## config.mk

```make
export PLATFORM = sky130hd
export DESIGN_NAME = alu_issue
export DESIGN_NICKNAME = d
export VERILOG_FILES = /design/src/rtl/alu_issue.sv
export SDC_FILE = /design/constraint.sdc
export NUM_CORES = 1
export LEC_CHECK = 0
export CORE_ASPECT_RATIO = 0.6
export CORE_MARGIN = 8
export CORE_UTILIZATION = 35
export DETAILED_ROUTE_END_ITERATION = 8
export GPL_ROUTABILITY_DRIVEN = 0
export GPL_TIMING_DRIVEN = 0
export HOLD_SLACK_MARGIN = 0.08
export PLACE_DENSITY = 0.79
export SETUP_SLACK_MARGIN = 0.3
export SLEW_MARGIN = 20
export SYNTH_ARGS = -nofsm -noshare
export SYNTH_HDL_FRONTEND = slang
export SYNTH_SLANG_ARGS = --single-unit
```

## constraint.sdc

```tcl
create_clock -name CLK -period 1.2 [get_ports CLK]
set_input_delay 0.24 -clock CLK [delete_from_list [all_inputs] [get_ports CLK]]
set_output_delay 0.24 -clock CLK [all_outputs]
set_load 0.02 [all_outputs]
```

## src/rtl/alu_issue.sv

```systemverilog
// -----------------------------------------------------------------------------
// alu_issue
//
// Issue stage in front of a combinational RV32I ALU. Decoded instruction
// fields (R-type, I-type, LUI, AUIPC) are accepted through a valid/ready
// handshake. The operands are selected and ALU_FUN is encoded into the S1
// register, which drives the ALU directly. The ALU result is captured in the
// S2 register and returned downstream through a second valid/ready handshake.
//
// Optional build macro: ALU_ISSUE_SKID_EN
//   undefined : no skid buffer, IN_READY is combinational
//   defined   : one-entry skid buffer ahead of S1, IN_READY is registered
//
// Ports:
//   CLK          clock, rising edge
//   RST_N        synchronous active-low reset
//   IN_VALID     instruction fields valid
//   IN_READY     stage accepts an instruction this cycle
//   OPCODE       instruction opcode [6:0]
//   FUNCT3       instruction funct3
//   FUNCT7_5     instruction bit 30
//   RS1_DATA     rs1 value
//   RS2_DATA     rs2 value
//   IMM          sign-extended immediate (U-immediate already shifted)
//   PC           instruction address
//   OP_A, OP_B   operands to the ALU (registered)
//   ALU_FUN      ALU function code (registered)
//   RESULT       ALU result, combinational from OP_A/OP_B/ALU_FUN
//   ZERO         ALU zero flag
//   OUT_VALID    result valid
//   OUT_READY    downstream accepts the result
//   OUT_RESULT   registered result (0 for unsupported instructions)
//   OUT_ZERO     registered zero flag (1 for unsupported instructions)
//   OUT_ILLEGAL  instruction was unsupported
// -----------------------------------------------------------------------------
module alu_issue #(
    parameter int XLEN = 32
) (
    input  logic            CLK,
    input  logic            RST_N,
    input  logic            IN_VALID,
    output logic            IN_READY,
    input  logic [6:0]      OPCODE,
    input  logic [2:0]      FUNCT3,
    input  logic            FUNCT7_5,
    input  logic [XLEN-1:0] RS1_DATA,
    input  logic [XLEN-1:0] RS2_DATA,
    input  logic [XLEN-1:0] IMM,
    input  logic [XLEN-1:0] PC,
    output logic [XLEN-1:0] OP_A,
    output logic [XLEN-1:0] OP_B,
    output logic [3:0]      ALU_FUN,
    input  logic [XLEN-1:0] RESULT,
    input  logic            ZERO,
    output logic            OUT_VALID,
    input  logic            OUT_READY,
    output logic [XLEN-1:0] OUT_RESULT,
    output logic            OUT_ZERO,
    output logic            OUT_ILLEGAL
);

    // Opcodes of the supported instruction classes
    localparam logic [6:0] OPC_OP    = 7'b0110011;
    localparam logic [6:0] OPC_OPIMM = 7'b0010011;
    localparam logic [6:0] OPC_LUI   = 7'b0110111;
    localparam logic [6:0] OPC_AUIPC = 7'b0010111;

    // ALU function codes that the decoder produces explicitly; the others are
    // formed directly from {FUNCT7_5, FUNCT3}
    localparam logic [3:0] FUN_ADD = 4'b0000;
    localparam logic [3:0] FUN_SLL = 4'b0001;
    localparam logic [3:0] FUN_LUI = 4'b1001;

    // ------------------------------------------------------------------
    // Decode of the presented instruction
    // ------------------------------------------------------------------
    logic [XLEN-1:0] dec_op_a_s;
    logic [XLEN-1:0] dec_op_b_s;
    logic [3:0]      dec_fun_s;
    logic            dec_ill_s;

    // Operand selection, function encoding and legality of the input fields
    always_comb begin
        dec_op_a_s = {XLEN{1'b0}};
        dec_op_b_s = {XLEN{1'b0}};
        dec_fun_s  = FUN_ADD;
        dec_ill_s  = 1'b0;
        case (OPCODE)
            OPC_OP: begin
                dec_op_a_s = RS1_DATA;
                dec_op_b_s = RS2_DATA;
                dec_fun_s  = {FUNCT7_5, FUNCT3};
                // Only SUB and SRA use bit 30 in R-type
                if (FUNCT7_5 && (FUNCT3 != 3'b000) && (FUNCT3 != 3'b101)) begin
                    dec_ill_s = 1'b1;
                end else begin
                    dec_ill_s = 1'b0;
                end
            end
            OPC_OPIMM: begin
                dec_op_a_s = RS1_DATA;
                dec_op_b_s = IMM;
                case (FUNCT3)
                    3'b101: begin
                        dec_fun_s = {FUNCT7_5, 3'b101};
                    end
                    3'b001: begin
                        dec_fun_s = FUN_SLL;
                        dec_ill_s = FUNCT7_5;
                    end
                    default: begin
                        // Bit 30 is part of the immediate here, not a selector
                        dec_fun_s = {1'b0, FUNCT3};
                    end
                endcase
            end
            OPC_LUI: begin
                dec_op_a_s = IMM;
                dec_op_b_s = {XLEN{1'b0}};
                dec_fun_s  = FUN_LUI;
            end
            OPC_AUIPC: begin
                dec_op_a_s = PC;
                dec_op_b_s = IMM;
                dec_fun_s  = FUN_ADD;
            end
            default: begin
                dec_ill_s = 1'b1;
            end
        endcase
    end

    // ------------------------------------------------------------------
    // Pipeline state
    // ------------------------------------------------------------------
    logic            s1_valid_q;
    logic [XLEN-1:0] s1_op_a_q;
    logic [XLEN-1:0] s1_op_b_q;
    logic [3:0]      s1_fun_q;
    logic            s1_ill_q;

    logic            s2_valid_q;
    logic [XLEN-1:0] s2_result_q;
    logic            s2_zero_q;
    logic            s2_ill_q;

    logic            s1_adv_s;   // S1 entry moves into S2 on this edge
    logic            s1_free_s;  // S1 can take a new entry on this edge
    logic            s1_load_s;  // S1 loads src_* on this edge
    logic            in_fire_s;  // input handshake completes on this edge

    // Entry offered to S1 (the decoder output, or the skid entry when present)
    logic [XLEN-1:0] src_op_a_s;
    logic [XLEN-1:0] src_op_b_s;
    logic [3:0]      src_fun_s;
    logic            src_ill_s;

    assign s1_adv_s  = s1_valid_q && (!s2_valid_q || OUT_READY);
    assign s1_free_s = !s1_valid_q || s1_adv_s;

`ifdef ALU_ISSUE_SKID_EN
    // ------------------------------------------------------------------
    // One-entry skid buffer: catches an input accepted while S1 stalls so
    // that IN_READY can come straight from a flop.
    // ------------------------------------------------------------------
    logic            skid_full_q;
    logic            skid_full_d;
    logic            in_ready_q;
    logic [XLEN-1:0] skid_op_a_q;
    logic [XLEN-1:0] skid_op_b_q;
    logic [3:0]      skid_fun_q;
    logic            skid_ill_q;
    logic            skid_load_s;

    assign IN_READY    = in_ready_q;
    assign in_fire_s   = IN_VALID && in_ready_q;
    // The skid entry is older than anything arriving now, so it goes first
    assign s1_load_s   = s1_free_s && (skid_full_q || in_fire_s);
    assign skid_load_s = in_fire_s && (skid_full_q || !s1_free_s);

    // Entry presented to S1: skid contents take priority over new input
    always_comb begin
        if (skid_full_q) begin
            src_op_a_s = skid_op_a_q;
            src_op_b_s = skid_op_b_q;
            src_fun_s  = skid_fun_q;
            src_ill_s  = skid_ill_q;
        end else begin
            src_op_a_s = dec_op_a_s;
            src_op_b_s = dec_op_b_s;
            src_fun_s  = dec_fun_s;
            src_ill_s  = dec_ill_s;
        end
    end

    // Skid occupancy after this edge
    always_comb begin
        if (in_fire_s) begin
            skid_full_d = skid_full_q || !s1_free_s;
        end else begin
            skid_full_d = skid_full_q && !s1_free_s;
        end
    end

    // Skid buffer storage and registered ready
    always_ff @(posedge CLK) begin
        if (!RST_N) begin
            skid_full_q <= 1'b0;
            in_ready_q  <= 1'b0;
            skid_op_a_q <= {XLEN{1'b0}};
            skid_op_b_q <= {XLEN{1'b0}};
            skid_fun_q  <= 4'b0000;
            skid_ill_q  <= 1'b0;
        end else begin
            skid_full_q <= skid_full_d;
            in_ready_q  <= !skid_full_d;
            if (skid_load_s) begin
                skid_op_a_q <= dec_op_a_s;
                skid_op_b_q <= dec_op_b_s;
                skid_fun_q  <= dec_fun_s;
                skid_ill_q  <= dec_ill_s;
            end else begin
                skid_op_a_q <= skid_op_a_q;
                skid_op_b_q <= skid_op_b_q;
                skid_fun_q  <= skid_fun_q;
                skid_ill_q  <= skid_ill_q;
            end
        end
    end
`else
    // ------------------------------------------------------------------
    // No skid buffer: ready is the combinational "S1 will be free" term
    // ------------------------------------------------------------------
    assign IN_READY   = RST_N && s1_free_s;
    assign in_fire_s  = IN_VALID && IN_READY;
    assign s1_load_s  = in_fire_s;
    assign src_op_a_s = dec_op_a_s;
    assign src_op_b_s = dec_op_b_s;
    assign src_fun_s  = dec_fun_s;
    assign src_ill_s  = dec_ill_s;
`endif

    // S1 issue register; it drives the ALU and keeps its last operands when empty
    always_ff @(posedge CLK) begin
        if (!RST_N) begin
            s1_valid_q <= 1'b0;
            s1_op_a_q  <= {XLEN{1'b0}};
            s1_op_b_q  <= {XLEN{1'b0}};
            s1_fun_q   <= 4'b0000;
            s1_ill_q   <= 1'b0;
        end else if (s1_load_s) begin
            s1_valid_q <= 1'b1;
            s1_op_a_q  <= src_op_a_s;
            s1_op_b_q  <= src_op_b_s;
            s1_fun_q   <= src_fun_s;
            s1_ill_q   <= src_ill_s;
        end else if (s1_adv_s) begin
            s1_valid_q <= 1'b0;
        end else begin
            s1_valid_q <= s1_valid_q;
        end
    end

    // S2 result register; an unsupported instruction reports 0 with ZERO set
    always_ff @(posedge CLK) begin
        if (!RST_N) begin
            s2_valid_q  <= 1'b0;
            s2_result_q <= {XLEN{1'b0}};
            s2_zero_q   <= 1'b0;
            s2_ill_q    <= 1'b0;
        end else if (s1_adv_s) begin
            s2_valid_q  <= 1'b1;
            s2_ill_q    <= s1_ill_q;
            if (s1_ill_q) begin
                s2_result_q <= {XLEN{1'b0}};
                s2_zero_q   <= 1'b1;
            end else begin
                s2_result_q <= RESULT;
                s2_zero_q   <= ZERO;
            end
        end else if (OUT_READY) begin
            s2_valid_q <= 1'b0;
        end else begin
            s2_valid_q <= s2_valid_q;
        end
    end

    assign OP_A        = s1_op_a_q;
    assign OP_B        = s1_op_b_q;
    assign ALU_FUN     = s1_fun_q;
    assign OUT_VALID   = s2_valid_q;
    assign OUT_RESULT  = s2_result_q;
    assign OUT_ZERO    = s2_zero_q;
    assign OUT_ILLEGAL = s2_ill_q;

endmodule
```

==> metrics.yaml <==
synth:
  synth_fa_ha_area_share_pct: 0
  synth_top_area_share_pct: 41.2
  yosys_warnings: 0
  seq_area_frac_synth_pct: 41.2
  ys_ff_latch: 105
  postSynthCellCount: 590
  synth.area.mux_share_pct: 6.67
  synth-xor-area-share_pct: 0
  synth_compound_area_share_pct: 20.4
  synth-simple-area-share_pct: 24.8
  ys_types: 34
  syn_avg_cell_area_um2: 8.65
  synthTopCellsByArea: "dfxtp_1 (41%), nand2_1 (7.0%), nand3_1 (6.8%)"
  syn_nets: 766
  synth_top_family_by_area: "simple AND/OR/NAND/NOR gates"
  synth_top_area_cell: "dfxtp_1"
  synth_area_um2: 5100
cts:
  cts_tree: "yes"
  ctsHtreeMaxLevel: 3
  cts.sinks: 105
  clock_path_buffers: 2
  clkLatencyLatePin_ns: 0.35
  numCtsBuffers: 9
  clockRootBuffer: "clkbuf_16"
  clk_pin_slew_ns: 0.09
layout:
  fillers: 1179
  multiInputGateArea_um2: 3050
  final_cell_mix: "clkdlybuf4s50_1 (166), buf_6 (125), dfxtp_2 (102)"
  final_common_cell: "clkdlybuf4s50_1"
  syn_to_final_growth_pct: 94.0
  regArea_um2: 2240
  nNetsFinal: 1106
  antennaDiodeCount: 0
  drive_gt1_share_pct: 42.8
power_and_ir_drop:
  p_comb_share_pct: 23.0
  p_leak_nw: 4.01
  p_sw_mw: 2.50
  p_clk_share_pct: 35.2
  power.density_cell_area_nw_per_um2: 873
  p_int_mw: 6.14
  netSwitchingFraction_pct: 29.0
  total_power_mw: 8.64
  seqPwrFrac_pct: 41.8
  peakVddDrop_v: 0.000724
die:
  fp.dieW_um: 172
  die-area_um2: 18800
  design.portCount: 280
  coreArea_um2: 14400
  start_util_pct: 35.5
  rows: 34
  die_y_um: 110
critical_path:
  critPathLaunchType: "flop"
  end_kind: "output pin"
  arrival_ns: 1.11
  r2r-start: "OUT_VALID"
  critical_path_class: "flop to output pin"
  required_ns: 0.96
  crit_fanout: 4
  r2r_slack_ns: -0.11
  crit_start: "OUT_VALID"
outcome:
  status: "finished, violations left"
  violations: "setup timing"
sta:
  report.final.hold_viol_count: 0
  tightest_slew_ns: 1.03
  fin_crit_ns: 1.35
  setup_viol: 98
  rsz0062_at_grt: "true"
  setup_ws_ns: -0.147
  fin_tns_setup_ns: -6.55
  skew_ns: 0.0136
  maxSlewViolCount: 0
  post-route-period-util_pct: 112
  relSlewSlack_pct: 31.4
  fmax_mhz: 742
min_path:
  hp-class: "input port to flop"
  hp-start: "RST_N"
detailed_routing:
  ant_nets: 0
  vias: 5853
  wirelength_mm: 24.3
  firstDrtPassIters: 7
  post-route-drc-count: 0
  drt_iter0_markers: 425
  wl_per_cell_um: 21.5
  routed_via_density: 5.17
global_route:
  first_global_vias: 5863
  grt_pass1_wl_mm: 34.6
  antenna_found_initial: 1
  grt_max_degree: 22
  grt-ovfl-total: 0
  grt_usage_pct: 24.2
placed_design:
  pre_cts_ws_ns: -0.839
  numPortBuffers: 277
  hpwl_mm: 18.1
run:
  timing.max_cap.violations: 0
==> cells in the mapped netlist, drive strengths merged <==
cell type and count:
o2111ai 25, a21boi 35, nor3b 2, nor2 1
a21oi 32, a41o 1, and3 1, nand2b 2
dfxtp 105, o22ai 1, o21ai 43, buf 37
inv 3, nor2b 34, nand3 70, nand2 96
clkbuf 22, and2 2, nand4 2, nand3b 33
nor3 2, mux2i 34, o211ai 7
==> metal layers <==
metal | share of wire (%) | GRT usage (%) | up-vias
li1 | - | - | 2768
met1 | 44 | 31.7 | 2820
met2 | 45 | 39.0 | 242
met3 | 9.2 | 8.28 | 21
met4 | 0.95 | 3.86 | 2
met5 | 0.049 | 0 | -
==> final timing paths <==
path	endpoint	cells after the start
worst min-delay path	OP_A[3]	4
worst max-delay path	IN_READY	3
worst max register to register	OP_A[11]	6
worst min register to register	OUT_RESULT[7]	2
==> cell families after synthesis <==
kind of cell           count (synthesis)
flip-flops                           105
AND/OR/NAND/NOR                      245
AO/OA/AOI/OAI                        144
multiplexers                          34
buffers and inverters                 62
==> power groups by stage <==
stage	clock [mW]	sequential, mW	combinational [mW]
final	3.04	3.61	1.99
after global routing	3.25	3.62	2.10
after CTS	3.06	3.61	1.84
after detailed placement	0	3.67	1.69
after global placement	0	3.67	1.67
after floorplan	0	3.75	0.644
==> stage by stage <==
stage | std cells | instance area (um2) | hold slack (ns) | utilization (%)
after floorplan | 590 | 5200 | 0.379 | -
after global placement | 1065 | 8220 | 0.435 | 57.2
after CTS | 1107 | 9370 | 0.355 | 65.2
after global routing | 1133 | 9900 | 0.360 | 68.8
after detailed placement | 1065 | 8220 | 0.443 | 57.2
final | 1133 | 9900 | 0.363 | 68.8
==> final cells by class <==
cell class	count	area share, %
clock buffer	9	2.28
inverter	3	0.114
buffer	59	5.49
sequential	105	22.6
timing repair buffer	329	35.4
tap	198	2.50
clock inverter	7	0.796
multi-input combinational	423	30.9
==> flip-flops by register name, indices dropped and copies added, names as in the netlist <==
register	count
s1_ill_q	1
OP_B	32
OUT_RESULT	32
ALU_FUN	4
OP_A	32
OUT_ILLEGAL	1
OUT_VALID	1
OUT_ZERO	1
s1_valid_q	1
==> worst max-delay path, cell delays in order, from the launching register on <==
cell and delay (ns):
dfxtp_4 0.37, nand3b_4 0.11, and2_4 0.16, buf_6 0.12
==> repair_timing <==
action,in CTS,in global routing
gates cloned,10,2
endpoints found under the setup margin,207,207
hold buffers,0,0
gates resized for setup,834,62
buffers inserted,16,24
pin swaps,52,33
No activity file was read; power rests on OpenSTA's default activity.
